`src/rtl/bios_shadow_loader.sv`:
```
`timescale 1ns/1ps
// bios_shadow_loader: boot-time Wishbone master that shadows the BIOS ROM into RAM,
// keeping the CPU in reset until every word has been copied and checksummed.
module bios_shadow_loader #(
    parameter int unsigned WORDS    = 128,
    parameter logic [18:0] SRC_BASE = 19'h7FF80,
    parameter logic [18:0] DST_BASE = 19'h7F800,
    parameter logic [7:0]  TIMEOUT  = 8'd255
) (
    input  logic        wb_clk_i,
    input  logic        wb_rst_i,
    input  logic        restart_i,
    output logic [19:1] m_adr_o,
    output logic [15:0] m_dat_o,
    input  logic [15:0] m_dat_i,
    output logic        m_we_o,
    output logic [1:0]  m_sel_o,
    output logic        m_tga_o,
    output logic        m_cyc_o,
    output logic        m_stb_o,
    input  logic        m_ack_i,
    output logic        busy_o,
    output logic        done_o,
    output logic        err_o,
    output logic        cpu_rst_o,
    output logic [15:0] checksum_o
);

    typedef enum logic [2:0] {
        IDLE, RD, RD_GAP, WR, WR_GAP, DONE, ERROR
    } LoaderState;

    localparam logic [15:0] LAST_IDX = 16'(WORDS - 1);

    LoaderState  r_state;
    LoaderState  w_nextState;
    logic [15:0] r_idx;
    logic [15:0] w_nextIdx;
    logic [7:0]  r_timer;
    logic        w_timedOut;
    logic        w_busCycle;
    logic [18:0] w_srcAdr;
    logic [18:0] w_dstAdr;

    assign w_timedOut = (r_timer == TIMEOUT - 8'd1);
    assign w_busCycle = (w_nextState == RD) || (w_nextState == WR);
    assign w_srcAdr   = SRC_BASE + {3'b000, w_nextIdx};
    assign w_dstAdr   = DST_BASE + {3'b000, w_nextIdx};
    assign m_tga_o    = 1'b0;

    // Acks are only honoured while strobing, so the ROM's trailing ack in RD_GAP is dropped.
    always_comb begin
        w_nextState = r_state;
        w_nextIdx   = r_idx;
        case (r_state)
            IDLE:   w_nextState = RD;
            RD: begin
                if (m_ack_i)         w_nextState = RD_GAP;
                else if (w_timedOut) w_nextState = ERROR;
            end
            RD_GAP: w_nextState = WR;
            WR: begin
                if (m_ack_i)         w_nextState = WR_GAP;
                else if (w_timedOut) w_nextState = ERROR;
            end
            WR_GAP: begin
                if (r_idx == LAST_IDX) begin
                    w_nextState = DONE;
                end else begin
                    w_nextIdx   = r_idx + 16'd1;
                    w_nextState = RD;
                end
            end
            DONE, ERROR: begin
                if (restart_i) w_nextState = IDLE;
            end
            default: w_nextState = IDLE;
        endcase
        if (w_nextState == IDLE) w_nextIdx = '0;
    end

    // Every output is registered from the next-state decode so it lines up with the state.
    always_ff @(posedge wb_clk_i or negedge wb_rst_i) begin
        if (!wb_rst_i) begin
            r_state    <= IDLE;
            r_idx      <= '0;
            r_timer    <= '0;
            m_adr_o    <= '0;
            m_dat_o    <= '0;
            m_we_o     <= 1'b0;
            m_sel_o    <= 2'b00;
            m_cyc_o    <= 1'b0;
            m_stb_o    <= 1'b0;
            busy_o     <= 1'b0;
            done_o     <= 1'b0;
            err_o      <= 1'b0;
            cpu_rst_o  <= 1'b1;
            checksum_o <= '0;
        end else begin
            r_state   <= w_nextState;
            r_idx     <= w_nextIdx;
            m_cyc_o   <= w_busCycle;
            m_stb_o   <= w_busCycle;
            m_we_o    <= (w_nextState == WR);
            m_sel_o   <= w_busCycle ? 2'b11 : 2'b00;
            busy_o    <= (w_nextState != DONE) && (w_nextState != ERROR);
            done_o    <= (w_nextState == DONE);
            err_o     <= (w_nextState == ERROR);
            cpu_rst_o <= (w_nextState != DONE);

            if (w_nextState == RD)      m_adr_o <= w_srcAdr;
            else if (w_nextState == WR) m_adr_o <= w_dstAdr;

            if (w_nextState != r_state)                r_timer <= '0;
            else if ((r_state == RD) || (r_state == WR)) r_timer <= r_timer + 8'd1;

            if ((r_state == RD) && m_ack_i) m_dat_o <= m_dat_i;

            if (w_nextState == IDLE)             checksum_o <= '0;
            else if ((r_state == RD) && m_ack_i) checksum_o <= checksum_o + m_dat_i;
        end
    end

endmodule

```
`config.mk`:
```
export PLATFORM = sky130hd
export DESIGN_NAME = bios_shadow_loader
export DESIGN_NICKNAME = d
export VERILOG_FILES = /design/src/rtl/bios_shadow_loader.sv
export SDC_FILE = /design/constraint.sdc
export NUM_CORES = 1
export LEC_CHECK = 0
export CAP_MARGIN = 10
export CORE_UTILIZATION = 60
export DETAILED_ROUTE_END_ITERATION = 7
export DONT_BUFFER_PORTS = 1
export PLACE_DENSITY = 0.76
export SLEW_MARGIN = 20
export SYNTH_ARGS = -nofsm -noshare
export SYNTH_HDL_FRONTEND = slang
export SYNTH_SLANG_ARGS = --single-unit
```
`constraint.sdc`:
```
create_clock -name wb_clk_i -period 6.6 [get_ports wb_clk_i]
set_input_delay 1.32 -clock wb_clk_i [delete_from_list [all_inputs] [get_ports wb_clk_i]]
set_output_delay 1.32 -clock wb_clk_i [all_outputs]
set_load 0.01 [all_outputs]
```
==> out/summary.txt, run 1 <==
P_sw = 1010 uW
Clock sink count = 83
Die Y = 89.1 um
Post-synth EDFFs = 0
CP endpoint kind = flip-flop
Max rail drop VDD = 270 uV
Post-CTS Hold Buffers = 0
Reg clk slew, reported paths = 0.08 ns
Post-Synth Adder-Cell Area = 6.43%
Slew HR = 52.1%
Vias in the first global route = 3185
Final period util = 49.9%
Net Sw Frac = 42.0%
Synth Area in Compound Gates = 14.0%
Core ar. = 0.00729 mm2
Sequential cell area = 0.00208 mm2
Most area-consuming cells after synthesis = dfrtp_1, ha_1, mux2_2, nand2_1, xnor2_1
Post-Syn Nets = 482
R2r startpoint = r_state[1]
Actual slew at the worst max-slew pin = 0.718 ns
Worst EP arrival = 3.53 ns
Hold Worst Slack = 0.554 ns
Synth Register Bits = 83
Fin. Hold Viols = 0
Syn avg cell area = 10.4 um2
Vias per cell = 6.02
Syn Inst Count = 440
Setup-failing EPs final = 0
Leak Pwr = 0.00212 uW
Sequential share of power = 40.7%
CTS tree = built
R2R depth = 11
GRT overflow = 0
HPWL after DPL = 6.56 mm
Worst Hold Path EP = r_timer[6]
Seq/Total Area, Yosys = 45.6%
Final slew viol count = 0
Site Rows = 31
Multi-input gate area = 0.00232 mm2
Netlist cell types = 69
Post-CTS Setup Bufs = 0
Worst-Skew Late Latency = 0.36 ns
Die ar. = 0.00795 mm2
Hold Crit Class = flip-flop to flip-flop
Ys flop type = dfrtp_1
Critical path peak fanout = 19
HP Start = r_timer[6]
FF-to-FF End = m_adr_o[16]
Async SR Flop Fraction = 100%
PostCTS Resize Cnt = 0
Final setup TNS = 0 ns
Cell Pwr Density = 501 mW/mm2
Via count = 3239
Port bufs = 0
Max-cap violation count = 0
Crit path time final = 3.30 ns
Skew final = 0.0106 ns
Post-synthesis xor/xnor area fraction = 6.54%
Ports = 81
Proportion of layout cells with a drive suffix above 1 = 12.8%
Largest family of logic cells by synthesized area = simple AND/OR/NAND/NOR gates
Layout filler cell count = 609
Root Buffer = clkbuf_8
Inserted Diodes = 0
Starting DRT DRC Count = 162
Outcome = finished, final reports clean
Hold Path Stages = 2
Die Wd = 89.1 um
P&R area growth vs syn = 5.25%
First-pass GRT wire length = 15.5 mm
Syn Std Cell Area = 0.00456 mm2
Area leader, netlist = dfrtp_1
Tot GR Track Use = 26.1%
Ys Warns = 0
Placer congestion estimate = 0.860
Post-route ant nets = 0
Critical setup path kind = primary input to flip-flop
Combinational power share = 43.5%
Power Internal = 1390 uW
Largest net degree at the start of global routing = 84
Number of nets in the layout = 476
Antenna violations before repair = 0
Initial Util = 62.5%
Startpoint Class = primary input
Flop2flop setup slack = 3.34 ns
Clock power frac = 15.8%
Post-route DRC = 0
1st-pass router iterations = 4
H-tree depth = 3
WL final = 9.27 mm
Mux contribution to synthesized area = 5.55%
Number of buffers created by CTS = 9
Routed wire per std cell = 17.2 um
Synth top area share = 45.0%
Critical path required time = 6.84 ns
Area fraction in and, or, nand and nor cells after synthesis = 18.2%
RSZ-0062 raised after global routing = no
Fmax = 303 MHz
Bufs on Longest Clock Path = 2
-- final cells by class --
class | instances | area share, %
Clock buffer | 15 | 3.68
Multi-Input combinational cell | 324 | 48.4
Clock inverter | 1 | 0.626
Tap cell | 99 | 2.58
Inverter | 14 | 1.10
Timing Repair Buffer | 2 | 0.313
Sequential cell | 83 | 43.3
-- stage by stage --
step	util, %	worst slack [ns]	instances	cell area [um2]	power [uW]
2_1_floorplan	-	3.30	440	4560	1830
3_3_place_gp	62.9	3.06	522	4590	1990
3_5_place_dp	62.9	2.91	522	4590	2030
4_1_cts	65.8	3.32	538	4790	2420
5_1_grt	65.8	3.11	538	4790	2600
6_report	65.8	3.30	538	4790	2400
-- state kept, by name (all words and copies together), names as in the netlist --
signal and flops:
m_adr_o 18, checksum_o 16, m_dat_o 16, r_idx 16, r_timer 8, r_state 3, busy_o 1, cpu_rst_o 1
done_o 1, err_o 1, m_sel_o 1, m_we_o 1
-- power groups by stage --
stage                     Combinational [uW]  Clock, uW  Sequential [uW]
after detailed placement                1050          0              984
after global routing                    1180        409             1010
after floorplan                          923          0              902
final                                   1040        379              978
after CTS                               1050        387              979
after global placement                  1010          0              979
-- cell usage after synthesis (all sizes together), types with 2 or more instances --
| cell | number |
|---|---|
| ha | 21 |
| nor2 | 31 |
| or3b | 2 |
| a21o | 4 |
| mux2 | 18 |
| o21ai | 20 |
| a22o | 7 |
| nand4 | 10 |
| or3 | 7 |
| nand3 | 9 |
| and4 | 4 |
| and3 | 3 |
| nand2 | 51 |
| or4 | 3 |
| dfrtp | 82 |
| o221ai | 2 |
| nor3b | 2 |
| mux2i | 5 |
| xnor2 | 21 |
| nand2b | 4 |
| o21bai | 4 |
| nor3 | 14 |
| buf | 12 |
| clkbuf | 7 |
| xor2 | 13 |
| a31oi | 3 |
| o31a | 2 |
| o31ai | 4 |
| nor2b | 5 |
| and2 | 2 |
| inv | 14 |
| o21a | 4 |
| a2111oi | 2 |
| a21oi | 17 |
| a31o | 3 |
| nor4 | 2 |
| or2 | 3 |
| a211oi | 2 |
| a32o | 2 |
| nor4b | 2 |
| o211ai | 2 |
-- worst max path at each step --
stage	start	end	slack (ns)	cells after the start
CTS	restart_i	m_adr_o[16]	3.32	10
finish	restart_i	m_adr_o[16]	3.30	10
floorplan	restart_i	m_adr_o[16]	3.30	11
detailed placement	restart_i	m_adr_o[16]	2.91	10
global route	r_state[1]	m_adr_o[16]	3.11	11
global placement	restart_i	m_adr_o[16]	3.06	10
-- critical path, cell delays in order --
cell and delay [ns]:
maj3_1 0.36, and2_1 0.40, nor2_1 0.35, inv_1 0.11, ha_1 0.21, inv_1 0.05, nor3_1 0.08, a2111oi_4 0.41
xnor2_1 0.16, o21ai_1 0.07
-- layer usage --
metal	up-vias	GRT usage [%]	wire, um
li1	1550	-	-
met4	0	7.50	136
met1	1586	37.4	4320
met5	-	0	0
met2	91	38.1	4220
met3	12	8.13	596
-- layout by cell type, fill, tap and decap left out, drive strengths merged, types with 3 or more instances in the layout --
| master | instances |
|---|---|
| nand2 | 51 |
| nor3 | 14 |
| nor2 | 31 |
| nand3 | 9 |
| a31o | 3 |
| o21ai | 20 |
| xor2 | 13 |
| a31oi | 3 |
| a21oi | 17 |
| dfrtp | 82 |
| o21bai | 4 |
| a21o | 4 |
| or4 | 3 |
| mux2i | 5 |
| nand4 | 10 |
| or2 | 3 |
| ha | 21 |
| and3 | 3 |
| clkbuf | 15 |
| mux2 | 18 |
| and4 | 4 |
| nor2b | 5 |
| nand2b | 4 |
| o31ai | 4 |
| or3 | 7 |
| a22o | 7 |
| o21a | 4 |
| xnor2 | 21 |
| inv | 14 |
-- kinds of logic (layout without fill, tap and decap cells) --
logic type / Yosys count / after routing
multiplexers: 23 / 23
adder cells (fa/ha/maj): 23 / 23
AO/OA/AOI/OAI: 85 / 85
buffers and inverters: 33 / 32
AND/OR/NAND/NOR: 158 / 158
XOR/XNOR: 34 / 34
other: 1 / 1
flip-flops: 83 / 83
Power figures use the tool's default switching activity.
==> inputs of run 2 (changes only) <==
==> constraint.sdc (replaced) <==
create_clock -name wb_clk_i -period 3.3 [get_ports wb_clk_i]
set_input_delay 0.66 -clock wb_clk_i [delete_from_list [all_inputs] [get_ports wb_clk_i]]
set_output_delay 0.66 -clock wb_clk_i [all_outputs]
set_load 0.01 [all_outputs]
==> run 2 against run 1 <==
- first-iteration DRC count grew 78%
- critical path depth shrank 1
- via count grew 0.37%
- worst setup slack lost 3.0 ns
- clock power grew 120%
- global-route usage grew 0.44 points
==> out/summary.txt, run 2 (synthesized netlist as in run 1, its figures left out) <==
Ports = 81
Commonest non-fill, non-tap cell in the layout = dfrtp_1
Inserted Diodes = 0
Number of nets in the layout = 480
1st-pass router iterations = 5
HPWL after DPL = 6.73 mm
WL final = 9.42 mm
FF-to-FF End = m_adr_o[16]
Final Worst Setup Slack = 0.296 ns
Critical path peak fanout = 4
Actual slew at the worst max-slew pin = 0.649 ns
Cell Pwr Density = 1010 mW/mm2
Final setup TNS = 0 ns
CTS tree = built
Max reg flops = 18
Starting DRT DRC Count = 289
Die ar. = 0.00795 mm2
Post-route DRC = 0
Startpoint Class = flip-flop
Worst-Skew Late Latency = 0.36 ns
First-pass GRT wire length = 15.8 mm
Worst EP arrival = 3.25 ns
Vias per cell = 6.00
Flop2flop setup slack = 0.30 ns
Vias in the first global route = 3167
RSZ-0062 raised after global routing = no
Placer congestion estimate = 0.941
Outcome = finished, final reports clean
Final design utilization = 66.7%
Initial Util = 62.5%
Reg clk slew, reported paths = 0.09 ns
Slew HR = 56.4%
Most frequent cells in the layout = dfrtp_1, nand2_1, nor2_1, xnor2_1, ha_1
P&R area growth vs syn = 6.76%
Post-route ant nets = 0
Fmax = 333 MHz
Bufs on Longest Clock Path = 2
H-tree depth = 3
Final slew viol count = 0
CP endpoint kind = flip-flop
Root Buffer = clkbuf_8
GRT overflow = 0
Critical path required time = 3.55 ns
Setup WS pre-CTS = 0.291 ns
Max-cap violation count = 0
Largest net degree at the start of global routing = 83
Die Y = 89.1 um
R2R depth = 9
Number of buffers created by CTS = 9
Crit path time final = 3.00 ns
Port bufs = 0
Hold Crit Class = primary input to async pin
Critical setup path kind = flip-flop to flip-flop
Die Wd = 89.1 um
R2r startpoint = r_idx[0]
Routed wire per std cell = 17.4 um
Final Power = 4930 uW
Skew final = 0.0114 ns
Final period util = 91.0%
Biggest register = m_adr_o
Core ar. = 0.00729 mm2
Setup-failing EPs final = 0
Fin. Hold Viols = 0
Proportion of layout cells with a drive suffix above 1 = 14.0%
Leak Pwr = 0.00215 uW
Site Rows = 31
Clock sink count = 83
Layout filler cell count = 587
Tot GR Track Use = 26.5%
Via count = 3251
Max rail drop VDD = 642 uV
Antenna violations before repair = 0
## run 2: critical path: stages (launching register included)
cell	delay [ns]
dfrtp_1	0.41
ha_1	0.21
or4bb_1	0.52
or3_1	0.46
o221ai_2	0.29
ha_1	0.24
nand4_2	0.15
a2111oi_4	0.37
xnor2_1	0.16
o21ai_1	0.07
## run 2: cell type report
class	instances	area, um2	area share [%]
Timing Repair Buffer	6	65.1	1.34
Inverter	14	52.6	1.08
Sequential cell	83	2080	42.7
Clock buffer	11	141	2.91
Clock inverter	5	83.8	1.72
Tap cell	99	124	2.55
Multi-Input combinational cell	324	2320	47.7
## run 2: worst max-delay path by stage
| stage | startpoint | end | depth (start not counted) |
|---|---|---|---|
| floorplan | r_state[0] | m_adr_o[16] | 13 |
| global placement | r_state[1] | m_adr_o[16] | 11 |
| detailed placement | r_state[1] | m_adr_o[16] | 11 |
| CTS | r_state[1] | m_adr_o[16] | 11 |
| global route | r_state[2] | m_adr_o[16] | 11 |
| finish | r_idx[0] | m_adr_o[16] | 9 |
## run 2: report_power, final
group	switching, uW	internal [uW]	leakage [uW]
registers	544	1410	0.00106
clock network	373	450	0.000106
logic	1170	977	0.000990
total	2090	2840	0.00215
## run 2: metrics by stage
| stage | hold WS [ns] | instance area, um2 | cells |
|---|---|---|---|
| global route | 0.100 | 4860 | 542 |
| CTS | 0.105 | 4860 | 542 |
| global placement | 0.367 | 4610 | 525 |
| finish | 0.130 | 4860 | 542 |
| floorplan | 0.364 | 4560 | 440 |
| detailed placement | 0.368 | 4610 | 525 |
## run 2: layer usage
layer,vias up,share of wire [%],wire [um],GRT usage (%)
li1,1563,-,-,-
met1,1576,47,4440,37.4
met2,102,44,4150,38.9
met3,10,7.7,724,8.22
met4,0,1.1,99,9.09
met5,-,0,0,0
## run 2: what timing repair did
item	in CTS	in global routing
hold buffers	1	0
endpoints found under the setup margin	0	0
buffers inserted	0	0
resized for setup	0	0
endpoints found under the hold margin	82	0
==> RTL change 1, RTL diff (config.mk and constraints of run 1) <==
Reset style: synchronous (`wb_rst_i`), changed in one clocked block.
--- a/src/rtl/bios_shadow_loader.sv
+++ b/src/rtl/bios_shadow_loader.sv
@@ -81,5 +81,5 @@
 
     // Every output is registered from the next-state decode so it lines up with the state.
-    always_ff @(posedge wb_clk_i or negedge wb_rst_i) begin
+    always_ff @(posedge wb_clk_i) begin
         if (!wb_rst_i) begin
             r_state    <= IDLE;
Formal check against the unedited RTL: differs if wb_rst_i is asserted again (counterexample within 4 cycles, from zero or initial values and one cycle with wb_rst_i low); with wb_rst_i held inactive, the same outputs for 10 cycles.
==> RTL change 1 against run 1 <==
  * Core utilization rose by 0.39 points
  * Setup slack worse by 0.057 ns
  * Wire length shrank 1.6%
  * Design area is 4.7% lower
  * Synthesized area decreased by 4.8%
  * Sequential cell count stayed put
  * Critical endpoint is now checksum_o[15]
  * Largest cell class unchanged
Power is not compared: it rests on default switching activity, and its combinational part moved more than twofold at a synthesized area within 25%.
==> RTL change 1: results (changes against run 1) <==
The run finished with clean final reports. The number of instances in the synthesized netlist is 533 (+21%), and the xor-xnor portion of the synthesized cell area is 7.643% (+1.1 points). The average detailed-routed wire length per instance came out at 14.81 um (-14%).

The logs give 3529 (+11%) for the via count of the first global-routing pass and 65 (-5.8%) for the post-synthesis cell type count. The total vias in the final route is 3552 (+9.7%). The area share of the largest cell type after synthesis works out to 38.30% (-6.7 points). The HPWL after detailed placement is 6410 um (-2.4%), and the maximum fanout count along the critical path is 4 (-15).

The logs give 15440 um (-0.26%) for the wire length of the first global-routing pass and 600 (+15%) for the cell count after placement. The global-route usage over all layers is 25.71% (-0.36 points). Slowest cell on the critical path: a2111oi_0. The share of layout cells above drive strength 1 works out to 6.731% (-6.0 points). The tools report the worst flop-to-flop path startpoint as r_state[2]. Delay of the slowest cell on the worst path: 0.56 ns (+0.15 ns).

Ranked by total cell area, the synthesized netlist is headed by dfxtp_1, nand2_1, ha_1. Startpoint of the worst hold path: m_dat_o[12]. The async set-reset flop share out of synthesis was 0% (-100 points). Sorting the synthesized cells by how often they occur yields nand2_1, dfxtp_1, nor2_1. The start point of the critical path was m_dat_i[1]. The arrival time of the worst setup path was 3.56 ns (+0.03 ns); the net count after synthesis was 575 (+19%). Setup slack at placement: 2.907 ns (-0.005960 ns).

Count of TritonRoute iterations in the first routing pass: 7 (+3).
[RTL change 1: worst max-delay path, delay by kind of cell]
family | cells | cell delay (ns)
and+or+nand+nor | 1 | 0.05
xor gates and xnor gates | 1 | 0.17
adders and majority gates | 1 | 0.30
AOI/OAI and AO/OA | 6 | 1.71
[RTL change 1: kinds of logic after synthesis]
kind of cell / count (synthesis)
xor gates and xnor gates: 37
muxes: 7
AOI/OAI and AO/OA: 114
adders and majority gates: 23
buffers and inverters: 48
and+or+nand+nor: 220
DFF: 83
other: 1
[RTL change 1: metal layers]
| metal | vias up | part of all wire [%] |
|---|---|---|
| met4 | 0 | 1.4 |
| met3 | 13 | 6.7 |
| li1 | 1793 | - |
| met5 | - | 0 |
| met1 | 1651 | 43 |
| met2 | 95 | 49 |
[RTL change 1: power by group through the flow]
| stage | Sequential (mW) | Clock (mW) | Combinational (mW) |
|---|---|---|---|
| 2_1_floorplan | 0.557 | 0 | 0.105 |
| 3_3_place_gp | 0.565 | 0 | 0.113 |
| 3_5_place_dp | 0.566 | 0 | 0.116 |
| 4_1_cts | 0.554 | 0.427 | 0.118 |
| 6_report | 0.553 | 0.421 | 0.117 |
| 5_1_grt | 0.557 | 0.442 | 0.134 |
[RTL change 1: metrics by stage]
step           util (%)  hold WS [ns]
6_report          66.14        0.5054
5_1_grt           66.14        0.5236
4_1_cts           66.14        0.5071
3_5_place_dp      62.74        0.4953
3_3_place_gp      62.74        0.4856
2_1_floorplan         -        0.4718
[RTL change 1: cell type report]
class	count	share of cell area [%]
clock buffer	11	3.314
sequential	83	36.37
timing repair buffer	4	0.6574
inverter	15	1.233
tap	96	2.629
multi-input combinational	402	53.96
clock inverter	5	1.835
[RTL change 1: final timing paths]
kind | cells past startpoint | end | slack [ns]
max | 9 | checksum_o[15] | 3.25
min | 2 | m_dat_o[12] | 0.51
max reg2reg | 9 | m_adr_o[16] | 3.33
min reg2reg | 2 | m_dat_o[12] | 0.51
==> RTL change 2, RTL diff (flow settings as in run 1) <==
Made on the original files. `WORDS`: 128 -> 64.
--- a/src/rtl/bios_shadow_loader.sv
+++ b/src/rtl/bios_shadow_loader.sv
@@ -3,5 +3,5 @@
 // keeping the CPU in reset until every word has been copied and checksummed.
 module bios_shadow_loader #(
-    parameter int unsigned WORDS    = 128,
+    parameter int unsigned WORDS    = 64,
     parameter logic [18:0] SRC_BASE = 19'h7FF80,
     parameter logic [18:0] DST_BASE = 19'h7F800,
Formal check against the unedited RTL: no difference found for any inputs over 10 cycles, from zero or initial values and one cycle with wb_rst_i low; that may be too few to reach the edited logic, so the function may still have changed.
==> RTL change 2 against run 1 <==
  * Sequential power down 12%
  * Synthesized area grew 1.6%
  * Combinational power fell by 31%
  * Wire length is 4.0% higher
  * Setup slack worse by 1.1 ns
  * Sequential cell count did not move
  * First-iteration DRC count fell by 1.2%
  * Core utilization increased by 0.72 points
  * Design area rose by 2.2%
  * Total power decreased by 16%
  * Critical path depth grew 5
==> RTL change 2: results (changes against run 1) <==
The maximum fanout count along the critical path was 23 (+4); the number of fill cells in the layout was 611 (+0.33%). The final net count came out at 518 (+8.8%). The depth of the worst register-to-register path works out to 15 (+4). The routed wire length on met2 is 4595 um (+8.9%), and the actual slew at the worst max-slew pin is 0.9236 ns (+0.2053 ns).

The wire length of the first global-routing pass is 16510 um (+6.6%), and the worst-case clock buffer depth is 2 (unchanged). The number of flip-flops under the largest register name is 18 (unchanged). The sequential element share of the synthesized area is 44.88% (-0.74 points), and the routed via count divided by cell count is 5.912 (-1.8%). The critical path starts at m_ack_i. The HPWL after detailed placement is 6759 um (+3.0%).

The run gives 33.93% (-3.5 points) as the met1 track demand over resource in global routing. The setup fix buffers added after clock tree synthesis came out at 0 (unchanged). The flow ran to the end, and the final reports show no timing, DRC or antenna violations. The run gives 4.69 ns (+1.16 ns) as the arrival time of the worst setup path.

The tightest min-delay check is of the flip-flop to flip-flop type. The library cell used as clock root buffer was clkbuf_8. The average size of a mapped cell came out at 9.509 um^2 (-8.2%). The run gives 563 (+7.9%) as the cell count after placement.

The met3 layer usage reported by global route came out at 5.415% (-2.7 points). The tools report the setup slack at placement as 1.877 ns (-1.036 ns). The logs give 4 (unchanged) for the count of TritonRoute iterations in the first routing pass and 580 (+7.8%) for the final instance count without filler cells.

The logs give 9638 um (+4.0%) for the final wirelength and 2.308 nW (+8.7%) for the leakage power of the design. The worst register-to-register path begins at r_state[1]. The via count of the first global-routing pass is 3476 (+9.1%). The worst hold path begins at m_dat_o[12].

The logs give 0.01397 ns (+0.003404 ns) for the worst clock skew and 25.40% (-0.67 points) for the global-route usage over all layers. The met3 wire length was 577 um (-3.2%); the post-synthesis cell type count was 72 (+4.3%). The share of layout cells above drive strength 1 works out to 7.692% (-5.1 points). The routability congestion estimate came out at 0.8899 (+3.5%).

The initial DRC count came out at 160 (-1.2%). For the number of antenna violations at the first check in global routing, the log shows 0 (unchanged). The arithmetic-cell share of the synthesized area counting full adders, half adders and majority gates was 6.106% (-0.32 points). For the peak supply drop, the log shows 0.2272 mV (-16%). In the post-synthesis netlist, the biggest area contributors are dfrtp_1, nand2_1, ha_1. The commonest cells after synthesis are nand2_1, dfrtp_1, nor2_1.

Compound-gate portion of the synthesized area: 14.00% (-0.038 points). For the routing usage on met2, the log shows 41.09% (+3.0 points). The routed metal-1 wirelength is 4348 um (+0.72%). The xor-xnor portion of the synthesized cell area is 6.809% (+0.27 points). The mux share of post-synthesis cell area is 1.621% (-3.9 points), and the clock transition time at the flip-flop clock pins of the worst setup and hold paths is 0.09 ns. The run gives 529 (+9.8%) as the net count after synthesis.
-- RTL change 2: changes by cell type in the layout (fill, tap and decap cells not counted), sizes merged, moves of 4 or more --
| cell | before | now |
|---|---|---|
| nor3 | 14 | 8 |
| xor2 | 13 | 24 |
| xnor2 | 21 | 12 |
| nand2 | 51 | 96 |
| mux2 | 18 | 2 |
| o31ai | 4 | 8 |
-- RTL change 2: path summary, 6_finish.rpt --
check | end | slack, ns
worst min register to register | m_dat_o[12] | 0.55
min in group asynchronous | m_dat_o[6] | 0.65
worst max-delay path | m_adr_o[16] | 2.18
worst max register to register | m_adr_o[16] | 2.25
max in group asynchronous | cpu_rst_o | 5.75
worst min-delay path | m_dat_o[12] | 0.55
-- RTL change 2: worst max-delay path, cell delays in order --
cell,delay [ns]
nand2_1,0.04
o31ai_1,0.11
a221oi_4,0.49
inv_2,0.09
nor2_2,0.74
nor2_1,0.23
inv_1,0.11
ha_1,0.19
nor3b_1,0.19
o41a_1,0.17
a41oi_1,0.06
a41oi_1,0.41
o211ai_1,0.21
xor2_1,0.20
o21ai_1,0.13
-- RTL change 2: through the flow --
step           cell area (um^2)  hold slack [ns]
6_report                   4898           0.5507
5_1_grt                    4898           0.5760
4_1_cts                    4883           0.5540
3_5_place_dp               4641           0.5315
3_3_place_gp               4641           0.5225
2_1_floorplan              4631           0.5047
-- RTL change 2: area by class of cell --
type	instances	share of cell area [%]
Inverter	15	1.149
Multi-Input combinational cell	365	48.48
Timing Repair Buffer	2	0.4598
Clock buffer	12	2.963
Sequential cell	83	42.43
Clock inverter	4	1.992
Tap cell	99	2.529
-- RTL change 2: power breakdown --
group          internal, mW  leakage [nW]  switching, mW  total, mW
registers             0.662          1.07          0.202      0.864
clock network         0.262         0.117          0.177      0.440
logic                 0.282          1.12          0.436      0.718
